--- src/rtl/stream_mux_pkg.sv ---
// stream_mux_pkg
// Shared types and helpers for the round-robin stream multiplexer.
//   arb_mode_e  : arbitration policy (ARB_RR rotating priority, ARB_FIXED lowest index)
//   mux_state_e : packet-lock FSM states (IDLE between packets, LOCKED inside one)
//   wrap_inc    : index increment with wrap to zero at n-1
package stream_mux_pkg;

  typedef enum logic {
    ARB_RR    = 1'b0,
    ARB_FIXED = 1'b1
  } arb_mode_e;

  typedef enum logic {
    IDLE   = 1'b0,
    LOCKED = 1'b1
  } mux_state_e;

  // Next channel index after idx in a ring of n channels.
  function automatic int wrap_inc(input int idx, input int n);
    int res;
    if (idx >= n - 32'sd1) begin
      res = 32'sd0;
    end else begin
      res = idx + 32'sd1;
    end
    return res;
  endfunction

endpackage

--- src/rtl/rr_arbiter.sv ---
// rr_arbiter
// Combinational masked-priority search. The request at index ptr has the
// highest priority, then ptr+1, ... wrapping around. Driving ptr with zero
// gives plain lowest-index-wins priority.
// Ports:
//   req       : per-channel request vector
//   ptr       : index where the priority search starts (must be < NUM_IN)
//   gnt       : one-hot grant (all zero when no request)
//   gnt_idx   : binary index of the granted channel (0 when none)
//   gnt_valid : at least one request was granted
module rr_arbiter #(
  parameter int NUM_IN = 4
) (
  input  logic [NUM_IN-1:0]         req,
  input  logic [$clog2(NUM_IN)-1:0] ptr,
  output logic [NUM_IN-1:0]         gnt,
  output logic [$clog2(NUM_IN)-1:0] gnt_idx,
  output logic                      gnt_valid
);

  localparam int IW = $clog2(NUM_IN);

  // Walk the channels starting at ptr; the first requester found wins.
  always_comb begin
    int j;
    gnt       = {NUM_IN{1'b0}};
    gnt_idx   = {IW{1'b0}};
    gnt_valid = 1'b0;
    j         = 32'sd0;
    for (int i = 0; i < NUM_IN; i++) begin
      j = int'(ptr) + i;
      j = (j >= NUM_IN) ? (j - NUM_IN) : j;
      if (req[j] && !gnt_valid) begin
        gnt[j]    = 1'b1;
        gnt_idx   = IW'(j);
        gnt_valid = 1'b1;
      end else begin
        gnt_valid = gnt_valid;
      end
    end
  end

endmodule

--- src/rtl/stream_mux_rr.sv ---
// stream_mux_rr
// Packet-aware N:1 stream multiplexer with a registered output stage.
// Once a channel's first beat is accepted, the mux stays locked on that
// channel until its last beat passes, so packets are never interleaved.
// Ports:
//   clk, rst   : rising-edge clock, synchronous active-high reset
//   in_data    : NUM_IN x WIDTH per-channel data
//   in_valid   : per-channel valid
//   in_last    : per-channel end-of-packet marker
//   in_ready   : per-channel ready (one-hot or zero)
//   out_data   : registered output data
//   out_valid  : registered output valid
//   out_last   : registered output end-of-packet marker
//   out_sel    : source channel of the beat currently on the output
//   out_ready  : downstream ready
module stream_mux_rr
  import stream_mux_pkg::*;
#(
  parameter int        WIDTH    = 8,
  parameter int        NUM_IN   = 4,
  parameter arb_mode_e ARB_MODE = ARB_RR
) (
  input  logic                          clk,
  input  logic                          rst,
  input  logic [NUM_IN-1:0][WIDTH-1:0]  in_data,
  input  logic [NUM_IN-1:0]             in_valid,
  input  logic [NUM_IN-1:0]             in_last,
  output logic [NUM_IN-1:0]             in_ready,
  output logic [WIDTH-1:0]              out_data,
  output logic                          out_valid,
  output logic                          out_last,
  output logic [$clog2(NUM_IN)-1:0]     out_sel,
  input  logic                          out_ready
);

  localparam int IW = $clog2(NUM_IN);

  mux_state_e        state_r;
  mux_state_e        state_nxt_s;
  logic [IW-1:0]     ptr_r;
  logic [IW-1:0]     lock_idx_r;
  logic [IW-1:0]     arb_ptr_s;
  logic [IW-1:0]     arb_idx_s;
  logic [IW-1:0]     gnt_idx_s;
  logic [NUM_IN-1:0] arb_gnt_s;
  logic              arb_vld_s;
  logic              gnt_vld_s;
  logic              load_en_s;
  logic              accept_s;
  logic              acc_last_s;

  // The output register can take a new beat when it is empty or being drained.
  assign load_en_s = !out_valid || out_ready;

  // Fixed priority is the rotating search pinned to a start index of zero.
  assign arb_ptr_s = (ARB_MODE == ARB_RR) ? ptr_r : {IW{1'b0}};

  rr_arbiter #(
    .NUM_IN (NUM_IN)
  ) u_arb (
    .req       (in_valid),
    .ptr       (arb_ptr_s),
    .gnt       (arb_gnt_s),
    .gnt_idx   (arb_idx_s),
    .gnt_valid (arb_vld_s)
  );

  // FSM output decode: grant selection and per-channel ready.
  // While locked, ready goes to the locked channel without looking at its
  // valid, so that channel's ready never depends on its own valid.
  always_comb begin
    in_ready  = {NUM_IN{1'b0}};
    gnt_idx_s = arb_idx_s;
    gnt_vld_s = 1'b0;
    if (rst || !load_en_s) begin
      in_ready = {NUM_IN{1'b0}};
    end else begin
      case (state_r)
        IDLE: begin
          in_ready  = arb_gnt_s;
          gnt_idx_s = arb_idx_s;
          gnt_vld_s = arb_vld_s;
        end
        LOCKED: begin
          in_ready[lock_idx_r] = 1'b1;
          gnt_idx_s            = lock_idx_r;
          gnt_vld_s            = 1'b1;
        end
        default: begin
          in_ready  = {NUM_IN{1'b0}};
          gnt_vld_s = 1'b0;
        end
      endcase
    end
  end

  assign accept_s   = gnt_vld_s && |(in_ready & in_valid);
  assign acc_last_s = in_last[gnt_idx_s];

  // FSM next-state: lock on a non-last first beat, unlock on an accepted last beat.
  always_comb begin
    state_nxt_s = state_r;
    case (state_r)
      IDLE: begin
        if (accept_s && !acc_last_s) begin
          state_nxt_s = LOCKED;
        end else begin
          state_nxt_s = IDLE;
        end
      end
      LOCKED: begin
        if (accept_s && acc_last_s) begin
          state_nxt_s = IDLE;
        end else begin
          state_nxt_s = LOCKED;
        end
      end
      default: begin
        state_nxt_s = IDLE;
      end
    endcase
  end

  // FSM state register.
  always_ff @(posedge clk) begin
    if (rst) begin
      state_r <= IDLE;
    end else begin
      state_r <= state_nxt_s;
    end
  end

  // Lock index capture and round-robin pointer advance at end of packet.
  always_ff @(posedge clk) begin
    if (rst) begin
      lock_idx_r <= {IW{1'b0}};
      ptr_r      <= {IW{1'b0}};
    end else begin
      if (accept_s && (state_r == IDLE)) begin
        lock_idx_r <= gnt_idx_s;
      end
      if (accept_s && acc_last_s && (ARB_MODE == ARB_RR)) begin
        ptr_r <= IW'(wrap_inc(int'(gnt_idx_s), NUM_IN));
      end
    end
  end

  // Output register; payload holds whenever nothing new is loaded.
  always_ff @(posedge clk) begin
    if (rst) begin
      out_valid <= 1'b0;
      out_data  <= {WIDTH{1'b0}};
      out_last  <= 1'b0;
      out_sel   <= {IW{1'b0}};
    end else if (load_en_s) begin
      out_valid <= accept_s;
      if (accept_s) begin
        out_data <= in_data[gnt_idx_s];
        out_last <= acc_last_s;
        out_sel  <= gnt_idx_s;
      end
    end
  end

endmodule

--- config.mk ---
export PLATFORM = sky130hd
export DESIGN_NAME = stream_mux_rr
export DESIGN_NICKNAME = d
export VERILOG_FILES = /design/src/rtl/stream_mux_pkg.sv /design/src/rtl/rr_arbiter.sv /design/src/rtl/stream_mux_rr.sv
export SDC_FILE = /design/constraint.sdc
export NUM_CORES = 1
export LEC_CHECK = 0
export BUFFER_PORTS_ARGS = -buffer_cell sky130_fd_sc_hd__buf_2
export CORE_ASPECT_RATIO = 0.8
export CORE_UTILIZATION = 55
export CTS_BUF_LIST = sky130_fd_sc_hd__clkbuf_4 sky130_fd_sc_hd__clkbuf_8
export CTS_CLUSTER_SIZE = 20
export DETAILED_ROUTE_END_ITERATION = 16
export PLACE_DENSITY = 0.86
export RECOVER_POWER = 25
export SLEW_MARGIN = 20
export SYNTH_ARGS = -nofsm -noshare
export SYNTH_HDL_FRONTEND = slang
export SYNTH_SLANG_ARGS = --single-unit
--- constraint.sdc ---
create_clock -name clk -period 6.07 [get_ports clk]
set_input_delay 0.3035 -clock clk [delete_from_list [all_inputs] [get_ports clk]]
set_output_delay 0.3035 -clock clk [all_outputs]
set_load 0.05 [all_outputs]
---- Yosys cells after proc, flatten, opt, wreduce, memory -nomap -nowiden ----
Cells that the tools add are included.
storage, ports and cells
  register bits after elaboration ......... 17
  input port bits ......................... 43
  output and inout bits ................... 16
  word-level logic and storage cells ...... 110
cells by class
  add/sub/neg operators ................... 8
  order comparisons ....................... 16
  muxes and demuxes ....................... 52
  bitwise gates (word level) .............. 5
  reduce and logical (&&, ||, !) cells .... 22
operators by type and width
  kind                                                                                  number
  32-bit by 1-bit greater-or-equal comparator with 1-bit output, second input constant  4
  32-bit by 4-bit < comparator with 1-bit output, second input constant                 4
  32-bit two-way mux                                                                    4
  32-bit by 4-bit greater-or-equal comparator with 1-bit output, second input constant  3
  32-bit by 4-bit subtractor with 32-bit output, second input constant                  3
  1-bit two-way mux                                                                     21
  4-bit two-way mux                                                                     5
  8-bit binary-select mux with 2-bit select                                             1
  1-bit logical AND                                                                     12
  2-bit two-way mux                                                                     6
  4-bit bitwise OR                                                                      3
  1-bit binary-select mux with 2-bit select                                             5
  1-bit demux with 2-bit select                                                         5
  8-bit two-way mux                                                                     1
  4-bit case mux with 2 select lines                                                    1
  2-bit by 2-bit adder with 3-bit output, second input constant                         2
  1-bit zero test                                                                       6
  2-bit by 3-bit < comparator with 1-bit output, second input constant                  2
  4-bit bitwise AND                                                                     1
  1-bit case mux with 2 select lines                                                    2
  2-bit case mux with 2 select lines                                                    1
  4-bit OR reduction                                                                    1
  2-bit by 3-bit subtractor with 4-bit output, second input constant                    1
  2-bit by 1-bit adder with 3-bit output, second input constant                         1
  other kinds (7)                                                                       8

---- Logic depth before layout (Yosys ltp) ----
Gate-level depths: netlist (run 1).
  depth in word-level cells ............... 23
  mapped depth ............................ 13
  mapped depth without buffers ............ 9

---- Hierarchy ----
A second synthesis (run 1) with hierarchy kept.
second synthesis, totals
  cells, all modules ...................... 201
  area, all modules ....................... 1696.6 um^2
by module, submodules not included
  module         instances  cells each  area each (um^2)  seq. area each (um^2)
  stream_mux_rr  1          153         1236.2            340.3
  rr_arbiter     1          48          460.4             0.0

---- Worst setup path after synthesis (run 1) ----
OpenSTA, ideal clock, no wires.
  kind .................................... reg-to-reg
  start ................................... register ptr_r[0], in the netlist arb_ptr_s[0]
  end ..................................... register lock_idx_r[1]
  setup time .............................. 0.079 ns
  arrival time ............................ 3.880 ns
  required time ........................... 5.991 ns
  path slack .............................. 2.111 ns
  cell stages (with the launch flop) ...... 13
  path buffers ............................ 3
  clock period less this slack ............ 3.959 ns
  path through ............................ dfxtp_1 > buf_6 > buf_4 > inv_1 > ha_1 > buf_6 > mux4_2 > inv_1 > nand4_1 > a2111oi_2 > nand2_1 > a21o_1 > a211oi_2
between the ends
  longest elaborated chain between the ends .. 21
  elaborated cells between the ends (all ways) .. 78
  classes of those cells .................. add/sub (7); order compare (12); mux (42); bitwise (4); reduce/logical (13)
ends and longest elaborated chain
  element                                                                                                 line                  RTL
  start: declaration                                                                                      stream_mux_rr.sv:40   logic [IW-1:0] ptr_r;
  start signal: assignment                                                                                stream_mux_rr.sv:137  ptr_r <= {IW{1'b0}};
  start signal: assignment                                                                                stream_mux_rr.sv:143  ptr_r <= IW'(wrap_inc(int'(gnt_idx_s), NUM_IN));
  parallel branches: the longest is 14 deep, another holds 32-bit by 4-bit subtractor with 32-bit output  n/a
  4-bit two-way mux *                                                                                     rr_arbiter.sv:33      if (req[j] && !gnt_valid) begin
  4-bit case mux with 2 select lines *                                                                    stream_mux_rr.sv:78   case (state_r)
  4-bit two-way mux *                                                                                     stream_mux_rr.sv:75   if (rst || !load_en_s) begin
  via in_ready[3]                                                                                         stream_mux_rr.sv:28   output logic [NUM_IN-1:0] in_ready,
  4-bit bitwise AND *                                                                                     stream_mux_rr.sv:97   assign accept_s = gnt_vld_s && |(in_ready & in_valid);
  4-bit OR reduction *                                                                                    stream_mux_rr.sv:97
  1-bit logical AND *                                                                                     stream_mux_rr.sv:97
  1-bit logical AND *                                                                                     stream_mux_rr.sv:139  if (accept_s && (state_r == IDLE)) begin
  end signal: assignment                                                                                  stream_mux_rr.sv:136  lock_idx_r <= {IW{1'b0}};
  end signal: assignment                                                                                  stream_mux_rr.sv:140  lock_idx_r <= gnt_idx_s;
  end: declaration                                                                                        stream_mux_rr.sv:41   logic [IW-1:0] lock_idx_r;
Mark *: on every way through the listed nets, which the timed path passes. The select of a mux whose other input is x is not followed.
A chain may end at the register's enable or synchronous reset.

---- Final worst setup path (run 1) ----
  start ................................... register ptr_r[0], in the netlist arb_ptr_s[0]
  end ..................................... register ptr_r[0], in the netlist arb_ptr_s[0]
between the ends
  longest elaborated chain between the ends .. 21
  elaborated cells between the ends (all ways) .. 83
  classes of those cells .................. add/sub (8); order compare (13); mux (45); bitwise (4); reduce/logical (13)
ends and longest elaborated chain
  element
  parallel branches: the longest is 21 deep, another holds 32-bit by 4-bit subtractor with 32-bit output
Several ways; the timed one is not identified. The select of a mux whose other input is x is not followed.

==> flow_summary.json, run 1 <==
{
  "outcome": "finished clean",
  "synth_top_family_by_area": "compound AO/OA/AOI/OAI gates",
  "finalWirelength_um": 4200,
  "synth_edf_count": 0,
  "cellLeakagePower_nw": 0.786,
  "rsz0062_at_grt": "no",
  "cp_max_fo": 22,
  "synth_top_area_cell": "dfxtp_1",
  "drt-wirelength-per-cell_um": 16.0,
  "grt_pass1_wl_um": 6890,
  "synth.most_common_cell": "dfxtp_1",
  "async_reset_ff_share_pct": 0,
  "gp_congestion": 0.979,
  "ant_nets": 0,
  "ir_worst_vdd_mv": 0.312,
  "path_class": "reg2reg",
  "areaGrowthSynthToFinish_pct": 17.2,
  "slew_violations": 0,
  "cts_tree": "done",
  "die_area_mm2": 0.00324,
  "drtPass1Iterations": 4,
  "period_minus_slack_ns": 4.01,
  "synthSimpleGateAreaFrac_pct": 17.0,
  "netlist_top_cells_count": "dfxtp_1 (17), a21oi_1 (14), nand3_1 (14), mux4_2 (12), o21ai_2 (9)",
  "post_cts_buffers": 0,
  "start_util_pct": 59.0,
  "clkPwrFrac_pct": 7.3,
  "synth_cells": 176,
  "skew_ns": 0.00260,
  "ctsResizeCount": 0,
  "fp.dieW_um": 63.4,
  "clock_path_buffers": 2,
  "cts_sinks": 17,
  "synthesis.nets": 223,
  "slew-limit-headroom_pct": 48.9,
  "grt_pass1_vias": 1486,
  "powerDensity_mw_per_mm2": 625,
  "clock_latency_ns": 0.25,
  "rows": 17,
  "yosys.area_share.adder_pct": 3.02,
  "fp.coreArea_mm2": 0.00281,
  "setup-tns-final_ns": 0,
  "synth_area_leaders": "dfxtp_1 (21%), mux4_2 (16%), o21ai_2 (4.8%)",
  "route.detailed.drc": 0,
  "final_hold_viol_count": 0,
  "synth_ff_type": "dfxtp_1",
  "post-dp-hpwl_um": 3100,
  "postSynthAreaPerCell_um2": 9.42,
  "tightest_slew_ns": 0.765,
  "maxCapViolCount": 0,
  "antennaDiodeCount": 0,
  "clkSlewWorstSetupHoldPaths_ns": 0.06,
  "switching_power_uw": 640,
  "endpoint_kind": "flip-flop",
  "synth-compound-area-share_pct": 26.9,
  "fin_crit_sh_pct": 66.1,
  "arrival_ns": 4.18,
  "synth_xor_area_share_pct": 0.528,
  "synth.area.mux_share_pct": 24.0,
  "internal_power_uw": 574,
  "hp-class": "in2reg",
  "power_frac_comb_pct": 74.5,
  "h-tree-depth": 1,
  "synth_warnings": 0,
  "worstPathRequired_ns": 6.24,
  "gr-total-overflow": 0,
  "grt_use_total_pct": 27.5,
  "drive_gt1_share_pct": 40.2,
  "grt_max_degree": 23,
  "synth.ff_latch_count": 17,
  "startpoint_type": "flip-flop",
  "vias_per_cell": 6.37,
  "swShare_pct": 52.7,
  "port_buffers": 58,
  "dr_total_vias": 1669,
  "ctsHoldBuffers": 0,
  "antenna_found_initial": 0,
  "syn_area_mm2": 0.00166,
  "setup_viol": 0,
  "synthDistinctLibCells": 46,
  "whs_ns": 0.438,
  "ys_seq_area_share_pct": 20.5,
  "clock.fmax_mhz": 249,
  "cts_root_buf": "clkbuf_8",
  "yosysTopAreaCellShare_pct": 20.5,
  "first_iter_violations": 207,
  "die_y_um": 51.1,
  "nFillCells": 250,
  "pwr-share-seq_pct": 18.2,
  "nets": 272,
  "io_pins": 59,
  "cts_made_buffers": 3
}
==> worst max-delay path, stage by stage, from the launching register on <==
cell	delay [ns]
dfxtp_1	0.81
inv_1	0.16
ha_1	0.51
mux4_2	0.64
inv_1	0.12
nand4_1	0.11
a2111oi_2	0.49
and2_1	0.67
o211ai_1	0.20
a31oi_1	0.21
==> cell families after synthesis <==
kind of cell,after synthesis
AO/OA/AOI/OAI,57
adder cells (fa/ha/maj),4
AND/OR/NAND/NOR,50
buffers and inverters,23
multiplexers,24
flip-flops,17
XOR/XNOR,1
==> layout by cell type, fill, tap and decap left out, types with 4 or more instances in the layout <==
| master | synthesis | layout |
|---|---|---|
| nor2b_1 | 4 | 4 |
| nor3_1 | 4 | 4 |
| a21oi_1 | 14 | 14 |
| buf_2 | 5 | 50 |
| mux2i_1 | 6 | 6 |
| mux2_2 | 6 | 6 |
| a21o_1 | 4 | 4 |
| nand3_1 | 14 | 14 |
| mux4_2 | 12 | 12 |
| nand2_1 | 5 | 5 |
| ha_1 | 4 | 4 |
| dfxtp_1 | 17 | 17 |
| nor2_1 | 5 | 5 |
| clkbuf_1 | 3 | 8 |
| o21ai_0 | 5 | 5 |
| o21ai_2 | 9 | 9 |
| a221o_1 | 4 | 4 |
| inv_1 | 8 | 8 |
==> final cells by class <==
cell class / instances / area, um^2 / share of cell area [%]
Multi-Input combinational cell: 136 / 1190 / 61.2
Sequential cell: 17 / 340 / 17.5
Timing Repair Buffer: 59 / 288 / 14.8
Clock buffer: 4 / 48.8 / 2.51
Tap cell: 38 / 47.5 / 2.45
Inverter: 8 / 30.0 / 1.55
==> power groups by stage <==
stage                     clock network [mW]  logic, mW  registers (mW)
final                                 0.0883      0.905           0.221
after global routing                  0.0940      0.969           0.229
after CTS                             0.0885      0.906           0.219
after detailed placement                   0      0.901           0.221
after global placement                     0      0.892           0.221
after floorplan                            0      0.679           0.317
==> through the flow <==
stage                     util [%]  worst slack, ns  power, mW  instances  area [um^2]
after global routing          69.2             1.76       1.29        262         1940
after global placement        67.8             2.21       1.11        258         1900
after floorplan                  -             2.11      0.996        176         1660
after detailed placement      67.8             2.12       1.12        258         1900
final                         69.2             2.06       1.21        262         1940
after CTS                     69.6             2.10       1.21        262         1950
==> final timing paths <==
kind	slack, ns	cells after the start	endpoint	startpoint
max	2.06	9	arb_ptr_s[0]	arb_ptr_s[0]
min reg2reg	0.47	2	out_sel[0]	out_sel[0]
max reg2reg	2.06	9	arb_ptr_s[0]	arb_ptr_s[0]
min	0.44	2	out_valid	rst
==> flip-flops by register name (all words and copies together) (netlist names), named ones only <==
register    count
out_data        8
out_last        1
lock_idx_r      2
out_sel         2
arb_ptr_s       2
out_valid       1
==> layer usage <==
layer,wire length [um],part of all wire [%],vias to the layer above,track usage (%)
met1,1890,45,792,37.6
met3,311,7.4,4,5.58
met4,10,0.24,0,4.17
li1,-,-,792,-
met2,1980,47,81,45.7
met5,0,0,-,0
Power figures use the tool's default switching activity.
==> inputs of run 2 (changes only) <==
Settings changed: CORE_UTILIZATION 55 to 47, PLACE_DENSITY 0.86 to 0.78.
Clock period 6.07 ns to 3.4 ns, I/O delays scaled along.
==> run 2 against run 1 <==
Compared with the run above: flip-flop and latch count is the same; core utilization down 6.7 points; global-route usage is 1.7 points lower; clock skew hardly changed; final cell count increased by 3.1%; sequential share of layout area down 0.54 points; critical path depth is 1 higher; setup slack lost 1.8 ns; routed wire length is 7.3% higher; first-iteration DRC count fell by 27%; design area is 3.5% higher; die area grew 16%; largest power group unchanged.
==> flow_summary.json, run 2 (synthesized netlist as in run 1, its figures left out) <==
{
  "dp.cells": 266,
  "fp.dieW_um": 68.4,
  "path_delay_family": "compound AO/OA/AOI/OAI gates",
  "final_cell_mix": "buf_2 (50), dfxtp_1 (16), a21oi_1 (14), nand3_1 (14), mux4_2 (12)",
  "path_class": "reg2reg",
  "maxCapViolCount": 0,
  "clock_latency_ns": 0.25,
  "whs_path_depth": 2,
  "antenna_found_initial": 0,
  "cts_root_buf": "clkbuf_8",
  "cts_sinks": 17,
  "top_register": "out_data",
  "antennaDiodeCount": 0,
  "final_hold_viol_count": 0,
  "setup-tns-final_ns": 0,
  "ctsHoldBuffers": 0,
  "grt_max_degree": 22,
  "drive_gt1_share_pct": 44.3,
  "ant_nets": 0,
  "io_pins": 59,
  "die_area_mm2": 0.00377,
  "vias_per_cell": 6.18,
  "worstPathRequired_ns": 3.53,
  "die_y_um": 55.1,
  "rsz0062_at_grt": "no",
  "finalWirelength_um": 4500,
  "skew_ns": 0.00266,
  "nets": 278,
  "ctsResizeCount": 0,
  "ir_worst_vdd_mv": 0.612,
  "crit_slowest_cell": "mux4_2",
  "grt_use_total_pct": 25.8,
  "endpoint_kind": "flip-flop",
  "fp.coreArea_mm2": 0.00322,
  "rows": 18,
  "clock_path_buffers": 2,
  "h-tree-depth": 1,
  "cts_made_buffers": 3,
  "post_cts_buffers": 0,
  "cp.depth": 10,
  "start_util_pct": 51.5,
  "mostFrequentLayoutCell": "buf_2",
  "grt_pass1_vias": 1467,
  "route.detailed.drc": 0,
  "first_iter_violations": 151,
  "cts_tree": "done",
  "period_minus_slack_ns": 3.18,
  "tightest_slew_ns": 0.757,
  "arrival_ns": 3.31,
  "rr_worst_depth": 10,
  "areaGrowthSynthToFinish_pct": 21.4,
  "slew-limit-headroom_pct": 49.4,
  "post-dp-hpwl_um": 3430,
  "slowest_delay_ns": 0.62,
  "slew_violations": 0,
  "final_cells": 270,
  "dr_total_vias": 1668,
  "cp.buffers_inverters": 2,
  "drtPass1Iterations": 4,
  "largest_reg_flops": 8,
  "clkSlewWorstSetupHoldPaths_ns": 0.07,
  "clock.fmax_mhz": 314,
  "setup_viol": 0,
  "fin_crit_sh_pct": 93.6,
  "port_buffers": 58,
  "final_core_util_pct": 62.5,
  "drt-wirelength-per-cell_um": 16.7,
  "grt_pass1_wl_um": 6990,
  "hp-class": "in2reg",
  "cp_max_fo": 9,
  "gr-total-overflow": 0,
  "gp_congestion": 0.924,
  "powerDensity_mw_per_mm2": 1120,
  "path_cells": "inv_1 -> ha_1 -> mux4_2 -> a21o_1 -> o221a_1 -> a221o_2 -> a221o_1 -> buf_4 -> o21ai_2 -> a21oi_1",
  "outcome": "finished clean",
  "cellLeakagePower_nw": 0.819,
  "startpoint_type": "flip-flop"
}
==> run 2: worst reg2reg max path: stages, from the launching register on <==
cell     delay [ns]
dfxtp_1        0.33
inv_1          0.06
ha_1           0.37
mux4_2         0.62
a21o_1         0.21
o221a_1        0.20
a221o_2        0.34
a221o_1        0.49
buf_4          0.25
o21ai_2        0.11
a21oi_1        0.07
==> run 2: worst paths after layout <==
check / startpoint / endpoint / slack, ns
min: rst / out_valid / 0.32
max: arb_ptr_s[1] / out_data[5] / 0.22
min reg2reg: out_data[6] / out_data[6] / 0.47
max reg2reg: arb_ptr_s[1] / out_data[5] / 0.22
==> run 2: metrics by stage <==
step	hold WS, ns	cell area, um^2	total power, mW	setup WS [ns]
2_1_floorplan	0.474	1690	1.81	0.0247
3_3_place_gp	0.450	1970	2.08	0.300
3_5_place_dp	0.456	1970	2.10	0.241
4_1_cts	0.319	2020	2.27	0.225
5_1_grt	0.338	2010	2.42	0.0707
6_report	0.322	2010	2.26	0.217
==> run 2: per-layer routing <==
metal | vias to the layer above | wire [um] | GRT usage (%)
li1 | 800 | - | -
met1 | 800 | 2010 | 35.0
met2 | 66 | 2210 | 42.8
met3 | 2 | 262 | 5.53
met4 | 0 | 17 | 4.17
met5 | - | 0 | 0
==> run 2: cell type report <==
cell class              instances  area, um^2
clock buffers                   4        48.8
fillers                       295        1210
inverters                       8        30.0
multi-input cells             136        1210
flip-flops and latches         17         342
well taps                      40        50.0
repair buffers                 65         333
==> run 2: report_power, final <==
part,total [mW],switching (mW),internal (mW)
clock network,0.160,0.0691,0.0912
registers,0.355,0.0623,0.292
logic,1.75,1.04,0.704
total,2.26,1.18,1.09
==> inputs of run 3 (changes only) <==
Settings changed: GPL_TIMING_DRIVEN set to 0.
==> run 3 against run 2 <==
Compared with the run above: design area up 5.0%; core utilization is 3.1 points higher; hold slack better by 0.030 ns.
==> flow_summary.json, run 3 (synthesized netlist as in run 1, its figures left out) <==
{
  "cellLeakagePower_nw": 0.871,
  "first_iter_violations": 210,
  "final_cells": 281,
  "dr_total_vias": 1709,
  "h-tree-depth": 1,
  "largest_reg_flops": 8,
  "final_core_util_pct": 65.6,
  "io_pins": 59,
  "ant_nets": 0,
  "clock_latency_ns": 0.25,
  "drive_gt1_share_pct": 46.5,
  "total_power_mw": 2.36,
  "dp.cells": 273,
  "crit_start": "arb_ptr_s[0]",
  "drtPass1Iterations": 4,
  "clock_path_buffers": 2,
  "grt_use_total_pct": 25.3,
  "die_area_mm2": 0.00377,
  "antennaDiodeCount": 0,
  "cts_root_buf": "clkbuf_8",
  "die_y_um": 55.1,
  "antenna_found_initial": 0,
  "vias_per_cell": 6.08,
  "gr-total-overflow": 0,
  "final_cell_mix": "buf_2 (54), dfxtp_1 (15), a21oi_1 (14), nand3_1 (14), mux4_2 (12)",
  "gp_congestion": 0.915,
  "hp-class": "in2reg",
  "cts_sinks": 17,
  "clkSlewWorstSetupHoldPaths_ns": 0.06,
  "period_minus_slack_ns": 3.27,
  "cts_tree": "done",
  "outcome": "finished clean",
  "top_register": "out_data",
  "fp.coreArea_mm2": 0.00322,
  "ctsHoldBuffers": 0,
  "nets": 289,
  "finalWirelength_um": 4460,
  "slew_violations": 0,
  "final_hold_viol_count": 0,
  "grt_max_degree": 14,
  "cts_made_buffers": 3,
  "path_class": "reg2reg",
  "fin_crit_sh_pct": 96.3,
  "route.detailed.drc": 0,
  "worstPathRequired_ns": 3.52,
  "endpoint_kind": "flip-flop",
  "grt_pass1_vias": 1492,
  "skew_ns": 0.00332,
  "dpl-instance-area_mm2": 0.00203,
  "areaGrowthSynthToFinish_pct": 27.5,
  "clock.fmax_mhz": 306,
  "drt-wirelength-per-cell_um": 15.9,
  "final_area_mm2": 0.00211,
  "tightest_slew_ns": 0.787,
  "rows": 18,
  "startpoint_type": "flip-flop",
  "maxCapViolCount": 0,
  "grt_pass1_wl_um": 6960,
  "holdCritStartpoint": "in_last[1]",
  "post-dp-hpwl_um": 3470,
  "fp.dieW_um": 68.4,
  "mostFrequentLayoutCell": "buf_2",
  "slew-limit-headroom_pct": 47.1,
  "cp_max_fo": 10,
  "start_util_pct": 51.5,
  "ir_worst_vdd_mv": 0.583,
  "r2r_start": "arb_ptr_s[0]",
  "port_buffers": 57,
  "powerDensity_mw_per_mm2": 1120,
  "setup_viol": 0,
  "arrival_ns": 3.40
}
-- run 3: cell count changes in the layout (fill, tap and decap cells not counted), sizes merged --
cell | before | now
buf | 57 | 66
clkbuf | 12 | 14
-- run 3: where the power goes --
group / internal [mW] / total [mW] / switching (mW)
logic: 0.773 / 1.82 / 1.05
clock network: 0.0912 / 0.162 / 0.0709
registers: 0.298 / 0.383 / 0.0857
-- run 3: through the flow --
step	hold WS [ns]	setup WS, ns	TNS, ns
floorplan	0.474	0.0247	0
global placement	0.449	-0.0340	-0.236
detailed placement	0.455	-0.0791	-0.439
CTS	0.352	0.00363	0
global route	0.394	-0.0115	-0.0203
finish	0.352	0.127	0
-- run 3: worst paths after layout --
check | depth (start not counted) | slack, ns | to
worst max-delay path | 12 | 0.13 | out_data[2]
worst max register to register | 12 | 0.13 | out_data[2]
worst min register to register | 2 | 0.47 | out_last
worst min-delay path | 4 | 0.35 | arb_ptr_s[0]
-- run 3: what timing repair did --
item | 4_1_cts | 5_1_grt
gates cloned | 1 | 0
pin swaps | 1 | 0
setup endpoints to repair | 13 | 18
gates resized for setup | 5 | 3
setup buffers | 1 | 3
-- run 3: layout make-up --
class                      instances  area [um^2]
multi-input combinational        136         1210
fill                             274         1110
sequential                        17          348
timing repair buffer              62          318
buffer                            14          106
tap                               40         50.0
clock buffer                       4         48.8
inverter                           8         30.0
-- run 3: worst max-delay path, cell delays in order, from the launching register on --
cell and delay [ns]:
dfxtp_4 0.38, buf_6 0.14, inv_1 0.06, ha_1 0.29
buf_6 0.14, mux4_2 0.57, a21o_1 0.20, o221a_1 0.20
a221o_2 0.34, a221o_2 0.46, buf_6 0.17, o21ai_2 0.11
a21oi_1 0.07
-- run 3: metal layers --
layer | global-route usage, % | up-vias | routed length (um)
met5 | 0 | - | 0
met4 | 3.82 | 0 | 15
met3 | 5.12 | 2 | 277
met2 | 38.9 | 63 | 2030
met1 | 36.9 | 824 | 2140
li1 | - | 820 | -
